--- src/rtl/term_line_editor.sv ---
// term_line_editor
// Line editor for the display terminal. Parses a UART byte stream (printable
// ASCII, BS/DEL, CR, ESC [ C/D/H/F, ESC [ 3 ~) into an NPOS-character display
// buffer with a cursor, and hands each completed line to a downstream consumer.
//
// Ports:
//   clk, rst        clock; asynchronous active-high reset
//   in_valid/in_data/in_ready   input byte stream (accepted on valid&&ready)
//   ins_mode        1=insert, 0=overwrite; sampled with each printable byte
//   disp            display buffer, position i at [8i+7:8i], position 0 leftmost
//   cursor          current cursor position
//   line_valid/line_data/line_ready   completed-line handshake
//   seq_err         one-cycle pulse when an escape sequence is abandoned
module term_line_editor #(
  parameter int NPOS   = 4,
  parameter int ESC_TO = 1023,
  parameter int CURW   = $clog2(NPOS)
) (
  input  logic                clk,
  input  logic                rst,
  input  logic                in_valid,
  input  logic [7:0]          in_data,
  output logic                in_ready,
  input  logic                ins_mode,
  output logic [8*NPOS-1:0]   disp,
  output logic [CURW-1:0]     cursor,
  output logic                line_valid,
  output logic [8*NPOS-1:0]   line_data,
  input  logic                line_ready,
  output logic                seq_err
);

  localparam int TOW = $clog2(ESC_TO + 1);

  typedef enum logic [1:0] {ST_IDLE, ST_ESC, ST_CSI, ST_CSI3} state_t;
  typedef logic [NPOS-1:0][7:0] buf_t;

  localparam buf_t            BLANK   = {NPOS{8'h20}};
  localparam logic [CURW-1:0] CUR_MAX = CURW'(NPOS - 1);
  // Last count before expiry: the abort fires on the edge the count would reach ESC_TO.
  localparam logic [TOW-1:0]  TO_LAST = TOW'(ESC_TO - 1);

  state_t          state_q, state_d;
  buf_t            disp_q, disp_d;
  logic [CURW-1:0] cursor_q, cursor_d;
  logic            line_valid_q, line_valid_d;
  buf_t            line_data_q, line_data_d;
  logic            seq_err_q, seq_err_d;
  logic [TOW-1:0]  to_cnt_q, to_cnt_d;
  logic            accept_s;

  // Insert ch at p: p..NPOS-2 move right one place, the last character falls off.
  function automatic buf_t ins_at(input buf_t b, input logic [CURW-1:0] p,
                                  input logic [7:0] ch);
    buf_t shr;
    buf_t r;
    shr = {b[NPOS-2:0], 8'h20};
    for (int i = 0; i < NPOS; i++) begin
      if (CURW'(i) > p) r[i] = shr[i];
      else if (CURW'(i) == p) r[i] = ch;
      else r[i] = b[i];
    end
    return r;
  endfunction

  // Overwrite position p with ch.
  function automatic buf_t ovr_at(input buf_t b, input logic [CURW-1:0] p,
                                  input logic [7:0] ch);
    buf_t r;
    r    = b;
    r[p] = ch;
    return r;
  endfunction

  // Delete at p: p+1..NPOS-1 move left one place, a space fills the end.
  function automatic buf_t del_at(input buf_t b, input logic [CURW-1:0] p);
    buf_t shl;
    buf_t r;
    shl = {8'h20, b[NPOS-1:1]};
    for (int i = 0; i < NPOS; i++) begin
      if (CURW'(i) >= p) r[i] = shl[i];
      else r[i] = b[i];
    end
    return r;
  endfunction

  // Input is only back-pressured while a finished line waits for the consumer.
  assign in_ready = ~(line_valid_q & ~line_ready);
  assign accept_s = in_valid & in_ready;

  assign disp       = disp_q;
  assign cursor     = cursor_q;
  assign line_valid = line_valid_q;
  assign line_data  = line_data_q;
  assign seq_err    = seq_err_q;

  // Parser next-state, buffer edits, line hand-off and escape timeout.
  always_comb begin
    state_d     = state_q;
    disp_d      = disp_q;
    cursor_d    = cursor_q;
    line_data_d = line_data_q;
    seq_err_d   = 1'b0;
    to_cnt_d    = to_cnt_q;
    if (line_valid_q && line_ready) line_valid_d = 1'b0;
    else line_valid_d = line_valid_q;

    if (accept_s) begin
      // An accepted byte always restarts the timeout, even in the expiry cycle.
      to_cnt_d = {TOW{1'b0}};
      case (state_q)
        ST_IDLE: begin
          if (in_data == 8'h1B) begin
            state_d = ST_ESC;
          end else if (in_data >= 8'h20 && in_data <= 8'h7E) begin
            if (ins_mode) disp_d = ins_at(disp_q, cursor_q, in_data);
            else disp_d = ovr_at(disp_q, cursor_q, in_data);
            if (cursor_q != CUR_MAX) cursor_d = cursor_q + 1'b1;
            else cursor_d = cursor_q;
          end else if (in_data == 8'h08 || in_data == 8'h7F) begin
            if (cursor_q != {CURW{1'b0}}) begin
              cursor_d = cursor_q - 1'b1;
              disp_d   = del_at(disp_q, cursor_q - 1'b1);
            end else begin
              cursor_d = cursor_q;
            end
          end else if (in_data == 8'h0D) begin
            line_data_d  = disp_q;
            line_valid_d = 1'b1;
            disp_d       = BLANK;
            cursor_d     = {CURW{1'b0}};
          end else begin
            state_d = ST_IDLE;
          end
        end
        ST_ESC: begin
          if (in_data == 8'h5B) begin
            state_d = ST_CSI;
          end else if (in_data == 8'h1B) begin
            state_d = ST_ESC;
          end else begin
            state_d   = ST_IDLE;
            seq_err_d = 1'b1;
          end
        end
        ST_CSI: begin
          case (in_data)
            8'h43: begin
              state_d = ST_IDLE;
              if (cursor_q != CUR_MAX) cursor_d = cursor_q + 1'b1;
              else cursor_d = cursor_q;
            end
            8'h44: begin
              state_d = ST_IDLE;
              if (cursor_q != {CURW{1'b0}}) cursor_d = cursor_q - 1'b1;
              else cursor_d = cursor_q;
            end
            8'h48: begin
              state_d  = ST_IDLE;
              cursor_d = {CURW{1'b0}};
            end
            8'h46: begin
              state_d  = ST_IDLE;
              cursor_d = CUR_MAX;
            end
            8'h33: state_d = ST_CSI3;
            8'h1B: state_d = ST_ESC;
            default: begin
              state_d   = ST_IDLE;
              seq_err_d = 1'b1;
            end
          endcase
        end
        ST_CSI3: begin
          if (in_data == 8'h7E) begin
            state_d = ST_IDLE;
            disp_d  = del_at(disp_q, cursor_q);
          end else if (in_data == 8'h1B) begin
            state_d = ST_ESC;
          end else begin
            state_d   = ST_IDLE;
            seq_err_d = 1'b1;
          end
        end
        default: state_d = ST_IDLE;
      endcase
    end else if (state_q != ST_IDLE) begin
      if (to_cnt_q == TO_LAST) begin
        state_d   = ST_IDLE;
        seq_err_d = 1'b1;
        to_cnt_d  = {TOW{1'b0}};
      end else begin
        to_cnt_d = to_cnt_q + 1'b1;
      end
    end else begin
      to_cnt_d = {TOW{1'b0}};
    end
  end

  // State and output registers.
  always_ff @(posedge clk or posedge rst) begin
    if (rst) begin
      state_q      <= ST_IDLE;
      disp_q       <= BLANK;
      cursor_q     <= {CURW{1'b0}};
      line_valid_q <= 1'b0;
      line_data_q  <= BLANK;
      seq_err_q    <= 1'b0;
      to_cnt_q     <= {TOW{1'b0}};
    end else begin
      state_q      <= state_d;
      disp_q       <= disp_d;
      cursor_q     <= cursor_d;
      line_valid_q <= line_valid_d;
      line_data_q  <= line_data_d;
      seq_err_q    <= seq_err_d;
      to_cnt_q     <= to_cnt_d;
    end
  end

endmodule

--- config.mk ---
export PLATFORM = sky130hd
export DESIGN_NAME = term_line_editor
export DESIGN_NICKNAME = d
export VERILOG_FILES = /design/src/rtl/term_line_editor.sv
export SDC_FILE = /design/constraint.sdc
export NUM_CORES = 1
export LEC_CHECK = 0
export CAP_MARGIN = 20
export CORE_MARGIN = 4
export CORE_UTILIZATION = 50
export DETAILED_ROUTE_END_ITERATION = 12
export PLACE_DENSITY = 0.77
export SETUP_SLACK_MARGIN = 0.4
export SLEW_MARGIN = 20
export SYNTH_ARGS = -nofsm -noshare
export SYNTH_HDL_FRONTEND = slang
export SYNTH_SLANG_ARGS = --single-unit
--- constraint.sdc ---
create_clock -name clk -period 7.1 [get_ports clk]
set_input_delay 2.13 -clock clk [delete_from_list [all_inputs] [get_ports clk]]
set_output_delay 2.13 -clock clk [all_outputs]
set_load 0.02 [all_outputs]
==> results.yml, run 1 <==
routing:
  vias_per_cell: 6.03
  num_vias: 3557
  first_pass_iters: 5
  postRouteAntennaNets: 0
  drt-met1-wl_mm: 4.86
  top_layer: "met4"
  dr_wl_met3_um: 826
  avgRoutedWirePerCell_um: 18.8
  drc: 0
  routed_wirelength_mm: 11.1
  drt_iter0_drc: 255
  wl_met2_mm: 5.14
global_routing:
  grt_pass1_vias: 3456
  grt_max_degree: 81
  grt_use_total_pct: 22.1
  antenna_found_initial: 0
  grt_pass1_wl_mm: 17.7
  grt_overflow: 0
setup_path:
  cp_slowest_cell: "clkdlybuf4s50_1"
  cp.required_ps: 4970
  cpPeakStageDelay_ps: 640
  r2r-start: "state_q[0]"
  path_max_fanout: 4
  cp_common_cell: "clkdlybuf4s50_1"
  critical_path_arrival_ps: 3430
  path_cells: "clkdlybuf4s50_1 -> nand2b_1 -> clkdlybuf4s50_1"
  critical_path_class: "input port to primary output"
  critPathBufInv: 2
  crit_family: "buffers and inverters"
  cp-start-kind: "input port"
  crit_path_end_kind: "primary output"
  startpoint: "line_ready"
clock_tree:
  postCtsSetupBuffers: 0
  ctsResizeCount: 0
  htreeDepth: 3
  hold_buffers: 0
  clk_pin_slew_worst_paths_ps: 80
  numCtsBuffers: 9
  cts.sinks: 80
  tritoncts: "yes"
  root_buffer: "clkbuf_8"
  clock_latency_ps: 360
  clockBufferDepth: 2
cells_and_area:
  syn2layout_area_growth_pct: 24.1
  utilization_pct: 64.7
  diodes: 0
  fillCellCount: 678
  drive_above_1_share_pct: 20.2
  layout.nets: 507
sta:
  fmax_mhz: 180
  tns_ps: 0
  period_share_pct: 78.4
  finalSetupViolations: 0
  slew_headroom_pct: 30.6
  hold_viol_final: 0
  layout_min_cycle_time_ps: 5560
  fin_worst_hold_slack_ps: 510
  finalMaxSlewViolations: 0
  rsz0062_at_grt: "false"
  skew_ps: 9.87
  tightest_slew_ps: 1040
power:
  power.density_nw_per_um2: 213
  p_leak_nw: 2.35
  ir_drop_uv: 123
placement:
  hpwlAfterDp_mm: 7.72
  port_buffers: 81
  gp_congestion: 0.905
logic_synthesis:
  yosysSeqAreaShare_pct: 46.0
  synth_cell_types: 58
  synth_edf_count: 0
  synthArstFlopShare_pct: 100
  synth_area_um2: 4370
  yosys_warnings: 0
  yosys_register_bits: 80
  synth_area_per_cell_um2: 10.7
  syn_nets: 436
  syn_inst: 409
  synthFlopType: "dfrtp_1"
hold_path:
  worstHoldStart: "line_data[2]"
  hp-class: "register to register"
die:
  coreArea_um2: 8380
  start_util_pct: 52.2
  die_h_um: 102
  num_io_pins: 82
  rows: 33
  die_area_um2: 10300
  dieWidth_um: 102
run:
  cap_viol_max_count: 0
run_status:
  status: "complete, no violations"
==> cell families (layout without fill, tap and decap cells) <==
group	Yosys count	after routing	share of synthesized area (%)
flops	80	80	46.0
fa+ha+maj	14	14	4.01
xor+xnor	9	9	1.80
buf+inv	37	113	3.55
mux	58	58	15.5
simple gates	116	116	13.0
compound gates	95	95	16.1
==> sequential cells by signal, summed over array words and instances, names as in the netlist <==
name / count
seq_err: 1
to_cnt_q: 10
state_q: 2
disp: 32
line_data: 32
cursor: 2
line_valid: 1
==> power by group <==
| part | internal, mW | total [mW] | leakage, nW | switching [mW] |
|---|---|---|---|---|
| Sequential | 0.494 | 0.541 | 1.08 | 0.0471 |
| Clock | 0.141 | 0.322 | 0.0870 | 0.182 |
| Combinational | 0.132 | 0.291 | 1.18 | 0.159 |
| Total | 0.766 | 1.15 | 2.35 | 0.388 |
==> layer usage <==
layer | vias up | global-route usage, %
li1 | 1636 | -
met1 | 1746 | 30.7
met2 | 150 | 33.4
met3 | 25 | 6.27
met4 | 0 | 7.26
met5 | - | 0
==> cells in the final DEF, fill, tap and decap left out, types with 10 or more instances in the layout <==
cell type	count
clkdlybuf4s50_1	81
o21ai_0	20
nor2_1	32
mux2_2	51
ha_1	14
dfrtp_1	72
a21oi_1	13
a22oi_1	17
nand2_1	42
inv_1	12
clkbuf_8	10
==> area by class of cell <==
type	instances	area (um^2)	share of cell area, %
repair buffers	84	833	15.4
flip-flops and latches	80	2010	37.1
clock inverters	6	51.3	0.945
multi-input cells	292	2210	40.8
clock buffers	10	138	2.54
inverters	13	48.8	0.899
well taps	105	131	2.42
==> stage by stage <==
| stage | cells | total power [mW] | worst slack [ps] | area [um^2] |
|---|---|---|---|---|
| after floorplan | 409 | 0.711 | 2600 | 4370 |
| after global placement | 574 | 0.830 | 1550 | 5240 |
| after detailed placement | 574 | 0.839 | 1520 | 5240 |
| after CTS | 590 | 1.16 | 1520 | 5430 |
| after global routing | 590 | 1.21 | 1500 | 5430 |
| final | 590 | 1.15 | 1540 | 5430 |
==> final timing paths <==
check,to,slack (ps),depth (start not counted)
min in group asynchronous,line_data[1],2400,3
max in group asynchronous,line_data[2],4080,3
min reg2reg,line_data[2],510,1
max reg2reg,disp[3],4090,8
max,in_ready,1540,3
min,line_data[2],510,1
==> synthesized netlist by cell type, types with 3 or more instances <==
master	count	area, um^2
o21ai_0	20	100
a22oi_1	17	128
a31oi_1	4	25.0
mux2_4	7	105
ha_1	14	175
a21oi_1	13	65.1
buf_2	7	35.0
nand3_1	7	35.0
a22o_1	6	52.6
nor2_1	32	120
o31ai_1	9	67.6
nand2_1	42	158
and3_1	3	18.8
nor3_1	3	15.0
inv_1	13	48.8
dfrtp_1	72	1800
clkbuf_1	15	56.3
mux2_2	51	574
dfstp_2	8	210
nand2b_1	5	31.3
xor2_1	7	61.3
nor4_1	3	18.8
and2_1	3	18.8
o32a_1	3	30.0
a21o_1	3	22.5
Note: power is estimated with default switching activity, not from simulation.
==> run 2: changes to the inputs <==
clock period = 5.5 ns   (was 7.1 ns; I/O delays follow)
==> run 2 against run 1 <==
Against the previous run: critical path depth did not move; setup slack got worse by 650 ps; non-clock buffer count rose by 4; global-route usage rose by 0.37 points; total power rose by 33%; die area did not move; combinational power rose by 29%; count of clock-buffer cells in the layout did not move; critical endpoint unchanged; largest cell class unchanged.
==> results.yml, run 2 (synthesis gave the netlist of run 1 again) <==
run_status:
  status: "complete, no violations"
cells_and_area:
  final_cell_area_um2: 5480
  seq_area_um2: 2010
  mostFrequentLayoutCells: "clkdlybuf4s50_1, dfrtp_1, mux2_2"
  multiInputGateArea_um2: 2210
  drive_above_1_share_pct: 20.9
  layout.nets: 511
  diodes: 0
  final_common_cell: "clkdlybuf4s50_1"
  fin_cells: 594
  syn2layout_area_growth_pct: 25.3
  fillCellCount: 668
die:
  num_io_pins: 82
  dieWidth_um: 102
  coreArea_um2: 8380
  start_util_pct: 52.2
  rows: 33
  die_h_um: 102
  die_area_um2: 10300
placement:
  port_buffers: 81
  hpwlAfterDp_mm: 8.06
  dpl_cell_area_um2: 5270
  gp_congestion: 1.00
  dp.cells: 578
power:
  ir_drop_uv: 173
  finalPower_mw: 1.54
  power.density_nw_per_um2: 281
  p_leak_nw: 2.39
setup_path:
  cp_slowest_cell: "clkdlybuf4s50_1"
  critPathBufInv: 2
  cp_num_cells: 3
  cp_common_cell: "clkdlybuf4s50_1"
  crit_family: "buffers and inverters"
  critical_path_class: "input port to primary output"
  r2r-start: "state_q[0]"
  cp.required_ps: 3850
  r2r_end: "disp[3]"
  reg2reg_depth: 8
  cp-start-kind: "input port"
  regToRegSetupSlack_ps: 2590
  cpPeakStageDelay_ps: 630
  path_max_fanout: 4
  critical_path_arrival_ps: 2970
  path_cells: "clkdlybuf4s50_1 -> nand2b_1 -> clkdlybuf4s50_1"
  crit_path_end_kind: "primary output"
clock_tree:
  tritoncts: "yes"
  root_buffer: "clkbuf_8"
  cts.sinks: 80
  clockBufferDepth: 2
  postCtsSetupBuffers: 0
  htreeDepth: 3
  clock_latency_ps: 350
  numCtsBuffers: 9
  clk_pin_slew_worst_paths_ps: 80
  hold_buffers: 0
  ctsResizeCount: 0
hold_path:
  hold_end: "line_data[0]"
  worstHoldStart: "line_data[0]"
  hp-class: "register to register"
  hold_path_depth: 1
routing:
  first_pass_iters: 6
  num_vias: 3582
  vias_per_cell: 6.03
  routed_wirelength_mm: 11.1
  avgRoutedWirePerCell_um: 18.7
  drt_iter0_drc: 465
  postRouteAntennaNets: 0
  drc: 0
global_routing:
  antenna_found_initial: 0
  grt_pass1_vias: 3503
  grt_use_total_pct: 22.4
  grt_overflow: 0
  grt_max_degree: 54
  grt_pass1_wl_mm: 18.3
sta:
  finalSetupViolations: 0
  fmax_mhz: 217
  layout_min_cycle_time_ps: 4620
  period_share_pct: 83.9
  skew_ps: 13.0
  slew_headroom_pct: 29.4
  hold_viol_final: 0
  finalMaxSlewViolations: 0
  tns_ps: 0
  rsz0062_at_grt: "false"
  tightest_slew_ps: 1060
run:
  cap_viol_max_count: 0
## run 2: cell count changes in the layout (fill, tap and decap cells not counted)
cell,delta
clkinvlp_4,-2
buf_4,+4
clkinv_4,+1
bufinv_16,+1
## run 2: worst max-delay path by stage
stage,start,endpoint,slack (ps)
after floorplan,in_data[7],disp[0],1580
after global placement,in_data[6],disp[6],790
after detailed placement,in_data[6],disp[0],730
after CTS,line_ready,in_ready,870
after global routing,line_ready,in_ready,840
final,line_ready,in_ready,880
## run 2: through the flow
| stage | utilization (%) | worst slack (ps) | hold WS, ps |
|---|---|---|---|
| 4_1_cts | 65.4 | 867 | 514 |
| 6_report | 65.4 | 883 | 507 |
| 3_3_place_gp | 62.8 | 791 | 488 |
| 5_1_grt | 65.4 | 840 | 526 |
| 2_1_floorplan | - | 1580 | 489 |
| 3_5_place_dp | 62.8 | 727 | 495 |
## run 2: routing by layer
metal	part of all wire, %	GRT usage (%)	routed length (um)	up-vias
li1	-	-	-	1638
met3	9.0	4.34	993	18
met4	1.1	6.75	117	0
met1	43	32.4	4780	1738
met2	47	34.4	5200	188
met5	0	0	0	-
## run 2: layout make-up
| class | instances | area share (%) |
|---|---|---|
| flip-flops and latches | 80 | 36.7 |
| inverters | 13 | 0.890 |
| repair buffers | 88 | 15.8 |
| clock inverters | 6 | 1.37 |
| clock buffers | 10 | 2.51 |
| well taps | 105 | 2.40 |
| multi-input cells | 292 | 40.4 |
## run 2: power breakdown
part           switching (mW)  internal [mW]  total (mW)
Sequential             0.0654          0.637       0.703
Combinational           0.203          0.171       0.374
Clock                   0.233          0.229       0.462
Total                   0.502           1.04        1.54
## run 2: worst register-to-register path: cells and delay by family (launching register included)
family	cells	cell delay (ps)
buffers and inverters	2	350
and+or+nand+nor	2	690
muxes	1	370
AOI/OAI and AO/OA	2	640
adders and majority gates	1	370
DFF	1	390
